$ cat src/rtl/spiker_run_ctrl.sv
// Run sequencer for one spiker inference: streams the input words into the core,
// starts it, watches for done under a watchdog and strobes the result latch.
module spiker_run_ctrl #(
    parameter int WIDTH          = 32,
    parameter int N_IN_WORDS     = 25,
    parameter int TIMEOUT_CYCLES = 65536,
    parameter int IDX_W          = $clog2(N_IN_WORDS)
) (
    input  logic             clk_i,
    input  logic             rst_i,
    input  logic             start_i,
    input  logic             abort_i,
    output logic [IDX_W-1:0] in_idx_o,
    input  logic [WIDTH-1:0] in_word_i,
    output logic [WIDTH-1:0] core_data_o,
    output logic             core_valid_o,
    input  logic             core_ready_i,
    output logic             core_start_o,
    input  logic             core_done_i,
    output logic             sample_o,
    output logic             busy_o,
    output logic             done_o,
    output logic             timeout_o,
    output logic             aborted_o,
    output logic             irq_o
);

    localparam int CNT_W = (TIMEOUT_CYCLES > 1) ? $clog2(TIMEOUT_CYCLES) : 1;
    localparam logic [IDX_W-1:0] LAST_IDX = IDX_W'(N_IN_WORDS - 1);
    localparam logic [CNT_W-1:0] LAST_CNT = CNT_W'(TIMEOUT_CYCLES - 1);

    typedef enum logic [2:0] {
        ST_IDLE   = 3'd0,
        ST_LOAD   = 3'd1,
        ST_START  = 3'd2,
        ST_RUN    = 3'd3,
        ST_SAMPLE = 3'd4,
        ST_FINISH = 3'd5
    } state_t;

    state_t           state_r, state_s;
    logic [IDX_W-1:0] idx_r, idx_s;
    logic [CNT_W-1:0] cnt_r, cnt_s;
    logic             done_r, done_s;
    logic             tmo_r, tmo_s;
    logic             abt_r, abt_s;

    // Next-state, index, watchdog and sticky-flag logic
    always_comb begin
        state_s = state_r;
        idx_s   = idx_r;
        cnt_s   = cnt_r;
        done_s  = done_r;
        tmo_s   = tmo_r;
        abt_s   = abt_r;
        case (state_r)
            ST_IDLE: begin
                if (start_i) begin
                    done_s  = 1'b0;
                    tmo_s   = 1'b0;
                    abt_s   = 1'b0;
                    idx_s   = {IDX_W{1'b0}};
                    state_s = ST_LOAD;
                end else begin
                    state_s = ST_IDLE;
                end
            end
            ST_LOAD: begin
                if (abort_i) begin
                    abt_s   = 1'b1;
                    state_s = ST_FINISH;
                end else if (core_ready_i) begin
                    if (idx_r == LAST_IDX) begin
                        idx_s   = {IDX_W{1'b0}};
                        state_s = ST_START;
                    end else begin
                        idx_s = idx_r + IDX_W'(1);
                    end
                end else begin
                    idx_s = idx_r;
                end
            end
            ST_START: begin
                if (abort_i) begin
                    abt_s   = 1'b1;
                    state_s = ST_FINISH;
                end else begin
                    cnt_s   = {CNT_W{1'b0}};
                    state_s = ST_RUN;
                end
            end
            ST_RUN: begin
                cnt_s = cnt_r + CNT_W'(1);
                // abort beats done, done beats the watchdog
                if (abort_i) begin
                    abt_s   = 1'b1;
                    state_s = ST_FINISH;
                end else if (core_done_i) begin
                    state_s = ST_SAMPLE;
                end else if (cnt_r == LAST_CNT) begin
                    tmo_s   = 1'b1;
                    state_s = ST_FINISH;
                end else begin
                    state_s = ST_RUN;
                end
            end
            ST_SAMPLE: begin
                done_s  = 1'b1;
                state_s = ST_FINISH;
            end
            ST_FINISH: begin
                state_s = ST_IDLE;
            end
            default: begin
                state_s = ST_IDLE;
            end
        endcase
    end

    // State and datapath registers with synchronous reset
    always_ff @(posedge clk_i) begin
        if (rst_i) begin
            state_r <= ST_IDLE;
            idx_r   <= {IDX_W{1'b0}};
            cnt_r   <= {CNT_W{1'b0}};
            done_r  <= 1'b0;
            tmo_r   <= 1'b0;
            abt_r   <= 1'b0;
        end else begin
            state_r <= state_s;
            idx_r   <= idx_s;
            cnt_r   <= cnt_s;
            done_r  <= done_s;
            tmo_r   <= tmo_s;
            abt_r   <= abt_s;
        end
    end

    assign in_idx_o     = idx_r;
    assign core_valid_o = (state_r == ST_LOAD);
    assign core_data_o  = (state_r == ST_LOAD) ? in_word_i : {WIDTH{1'b0}};
    assign core_start_o = (state_r == ST_START) && !abort_i;
    assign sample_o     = (state_r == ST_SAMPLE);
    assign irq_o        = (state_r == ST_FINISH);
    assign busy_o       = (state_r != ST_IDLE);
    assign done_o       = done_r;
    assign timeout_o    = tmo_r;
    assign aborted_o    = abt_r;

endmodule
$ cat config.mk
export PLATFORM = sky130hd
export DESIGN_NAME = spiker_run_ctrl
export DESIGN_NICKNAME = d
export VERILOG_FILES = /design/src/rtl/spiker_run_ctrl.sv
export SDC_FILE = /design/constraint.sdc
export NUM_CORES = 1
export LEC_CHECK = 0
export CORE_ASPECT_RATIO = 0.8
export CORE_MARGIN = 5
export CORE_UTILIZATION = 40
export CTS_CLUSTER_DIAMETER = 50
export CTS_CLUSTER_SIZE = 24
export DETAILED_ROUTE_END_ITERATION = 12
export GPL_TIMING_DRIVEN = 0
export PLACE_DENSITY = 0.82
export SYNTH_ARGS = -nofsm -noshare
export SYNTH_HDL_FRONTEND = slang
export SYNTH_SLANG_ARGS = --single-unit
$ cat constraint.sdc
create_clock -name clk_i -period 2.05 [get_ports clk_i]
set_input_delay 0.615 -clock clk_i [delete_from_list [all_inputs] [get_ports clk_i]]
set_output_delay 0.615 -clock clk_i [all_outputs]
set_load 0.01 [all_outputs]
==> impl_metrics.py <==
metrics = {
    "yosys": {
        "ys_ff_latch": 27,
        "synthArstFlopShare": 0,
        "syn_area_mm2": 0.00180,
        "syn_inst": 238,
        "synth_nets": 279,
        "synthFlopType": "dfxtp_1",
        "synth_edf_count": 0,
        "yosysUniqueCellTypes": 47,
        "syn_area_per_cell_um2": 7.55,
        "ys_warn_count": 0,
        "seq_area_frac_synth": 0.301,
    },
    "worst_setup_path": {
        "r2r_cells": 6,
        "crit_path_end_kind": "output pin",
        "r2r-start": "state_r[2]$_SDFFE_PP0P_",
        "crit_required_ns": 1.43,
        "slowest_stage": "dfxtp_2",
        "critPathMaxStageDelay_ns": 0.33,
        "regToRegSetupSlack_ns": 0.11,
        "cp.arrival_ns": 1.45,
        "path_class": "flip-flop to output pin",
        "worstReg2RegEnd": "timeout_o$_SDFFE_PP0P_",
        "critPathMaxFanout": 10,
        "path_cells": "buf_6, nor2_4, buf_12, buf_8, and3_1, buf_2",
        "start_kind": "flip-flop",
    },
    "sta": {
        "finalClockSkew_ns": 0.00683,
        "rsz0062_at_grt": "yes",
        "fin_crit_sh": 1.01,
        "relSlewSlack": 0.637,
        "fmax_ghz": 0.484,
        "tightest_slew_ns": 0.544,
        "setup_tns_ns": -0.0209,
        "min_period_ns": 2.07,
        "drv_slew": 0,
        "setup_slack_ns": -0.0156,
        "setup_viol": 2,
        "hold_viol_final": 0,
    },
    "cts": {
        "htree_num_levels": 1,
        "root_buffer": "clkbuf_8",
        "clk_pin_slew_ns": 0.09,
        "cts.sinks": 27,
        "cts_tree": "yes",
        "postCtsHoldBufs": 0,
        "clk_latency_ns": 0.28,
        "numCtsBuffers": 3,
        "max-clock-path-buffers": 2,
    },
    "global_route": {
        "grt_pass1_wl_mm": 10.4,
        "overflow": 0,
        "grt_max_degree": 15,
        "grt_use_total": 0.212,
        "grt_pass1_vias": 2027,
        "antenna_found_initial": 0,
    },
    "pwr": {
        "power.net_switching_mw": 0.510,
        "internal-power_mw": 1.09,
        "power_density_mw_per_mm2": 531,
        "switching_share": 0.319,
        "power.share.combinational": 0.452,
        "ir_worst_vdd_mv": 0.373,
        "p_leak_nw": 1.31,
        "clkPwrFrac": 0.199,
        "pwr-share-seq": 0.349,
    },
    "hold_path": {
        "hold_path_class": "flip-flop to flip-flop",
        "min_from": "aborted_o$_SDFFE_PP0P_",
        "hold_end": "aborted_o$_SDFFE_PP0P_",
        "worstHoldPathCells": 2,
    },
    "layout": {
        "antenna_cells": 0,
        "finalNetCount": 379,
        "drive_gt1_frac": 0.282,
        "post-route-util": 0.707,
        "layoutNonFillerInstCount": 394,
        "final_area_mm2": 0.00301,
        "area_growth_syn_to_layout_pct": 67.4,
    },
    "drt": {
        "routedWlPerCell_um": 18.0,
        "drc_errors": 0,
        "ant_nets": 0,
        "wl_mm": 7.08,
        "viasPerCell": 5.86,
        "vias": 2308,
        "drtIter0Drc": 256,
        "firstDrtPassIters": 5,
    },
    "placed_design": {
        "hpwl_mm": 4.60,
        "place_ws_ns": -1.18,
        "placed_area_mm2": 0.00269,
        "place.gp.congestion": 0.874,
        "placedCellCount": 377,
        "placement.io_buffers": 82,
    },
    "floorplanning": {
        "rows": 21,
        "die_x_um": 85.0,
        "io_pins": 83,
        "core_mm2": 0.00426,
        "dieArea_mm2": 0.00594,
        "start_util": 0.422,
        "die_y_um": 70.0,
    },
    "run_status": {
        "outcome": "finished with violations",
        "violations": "negative setup slack",
    },
    "job": {
        "maxCapViolCount": 0,
    },
}
## worst max path at each step
stage	start	to
2_1_floorplan	abort_i	cnt_r[2]$_SDFFE_PP0P_
3_3_place_gp	abort_i	core_start_o
3_5_place_dp	abort_i	core_start_o
4_1_cts	state_r[0]$_SDFFE_PP0P_	core_data_o[24]
5_1_grt	state_r[2]$_SDFFE_PP0P_	core_data_o[7]
6_report	state_r[2]$_SDFFE_PP0P_	core_data_o[7]
## critical path: cells and delay by family, from the launching register on
family,cells,cell delay [ns]
flops,1,0.33
buf+inv,4,0.51
simple gates,2,0.32
## logic make-up (layout without fill, tap and decap cells)
| logic type | count (synthesis) | in the layout | share of synthesized area |
|---|---|---|---|
| adder cells (fa/ha/maj) | 3 | 3 | 0.0209 |
| XOR/XNOR | 1 | 1 | 0.00487 |
| AND/OR/NAND/NOR | 128 | 128 | 0.420 |
| flip-flops | 27 | 27 | 0.301 |
| AO/OA/AOI/OAI | 54 | 54 | 0.191 |
| multiplexers | 1 | 1 | 0.00557 |
| buffers and inverters | 24 | 123 | 0.0564 |
## per-stage QoR
stage | total power [mW] | hold slack (ns)
CTS | 1.45 | 0.481
floorplan | 0.820 | 0.431
detailed placement | 1.11 | 0.469
finish | 1.60 | 0.486
global route | 1.66 | 0.517
global placement | 1.11 | 0.458
## layout by cell type, fill, tap and decap left out, types with 2 or more instances in the layout
cell	count
buf_4	14
nand2b_1	6
and3_1	24
a21oi_1	19
o31ai_1	3
or2_2	3
nand4_1	6
or4_1	5
o21ai_0	10
buf_2	19
nor2b_1	3
dlygate4sd2_1	2
nor3_1	2
and3b_1	2
a211oi_1	2
o311ai_0	3
dfxtp_4	2
nand3b_1	4
a22oi_1	2
clkbuf_2	3
nand3_1	11
buf_8	4
a211o_1	2
dfxtp_1	24
or3_1	3
buf_6	18
ha_1	3
clkbuf_1	4
clkdlybuf4s50_1	44
clkbuf_16	2
and3_4	13
clkbuf_8	6
nand2_1	17
o211ai_1	2
a31oi_1	3
nor2_1	17
inv_1	6
## repair_timing
action / in CTS / in global routing
resized for setup: 154 / 72
endpoints found under the hold margin: 0 / 0
gates cloned: 0 / 2
pin swaps: 2 / 13
buffers inserted: 5 / 8
setup endpoints to repair: 51 / 38
## power by group through the flow
stage / sequential [mW] / clock, mW / combinational (mW)
3_5_place_dp: 0.559 / 0 / 0.555
2_1_floorplan: 0.559 / 0 / 0.261
5_1_grt: 0.561 / 0.341 / 0.763
6_report: 0.559 / 0.317 / 0.722
3_3_place_gp: 0.557 / 0 / 0.550
4_1_cts: 0.550 / 0.315 / 0.585
## metal layers
metal  track usage  vias to the layer above  wire length [µm]
met5             0                        -                 0
met4        0.0281                        0                55
met3        0.0435                       10               525
met2         0.350                      109              3490
met1         0.291                     1104              3010
li1              -                     1085                 -
## registers in the layout (all words and copies together) (netlist names)
name,flops
aborted_o,1
cnt_r,16
done_o,1
in_idx_o,5
state_r,3
timeout_o,1
## final cells by class
type	instances	area, µm²
plain buffers	16	160
clock buffers	4	45.0
fillers	359	1250
inverters	6	22.5
multi-input cells	187	1260
flip-flops and latches	27	549
well taps	57	71.3
repair buffers	97	898
## synthesized netlist by cell type, drive strengths merged (3+ instances only)
| cell type | count | area [µm²] |
|---|---|---|
| a21oi | 20 | 100 |
| or3 | 4 | 30.0 |
| a31oi | 3 | 18.8 |
| nand2b | 6 | 37.5 |
| or2 | 3 | 18.8 |
| nor2b | 3 | 18.8 |
| inv | 6 | 22.5 |
| buf | 5 | 30.0 |
| clkbuf | 13 | 48.8 |
| o21ai | 10 | 50.1 |
| nor2 | 19 | 71.3 |
| o31ai | 3 | 22.5 |
| nand2 | 17 | 63.8 |
| dfxtp | 27 | 541 |
| o311ai | 3 | 26.3 |
| nand4 | 6 | 37.5 |
| nand3 | 11 | 55.1 |
| ha | 3 | 37.5 |
| nand3b | 5 | 50.1 |
| or4 | 5 | 37.5 |
| and3 | 37 | 231 |
(Power assumes the default switching activity.)
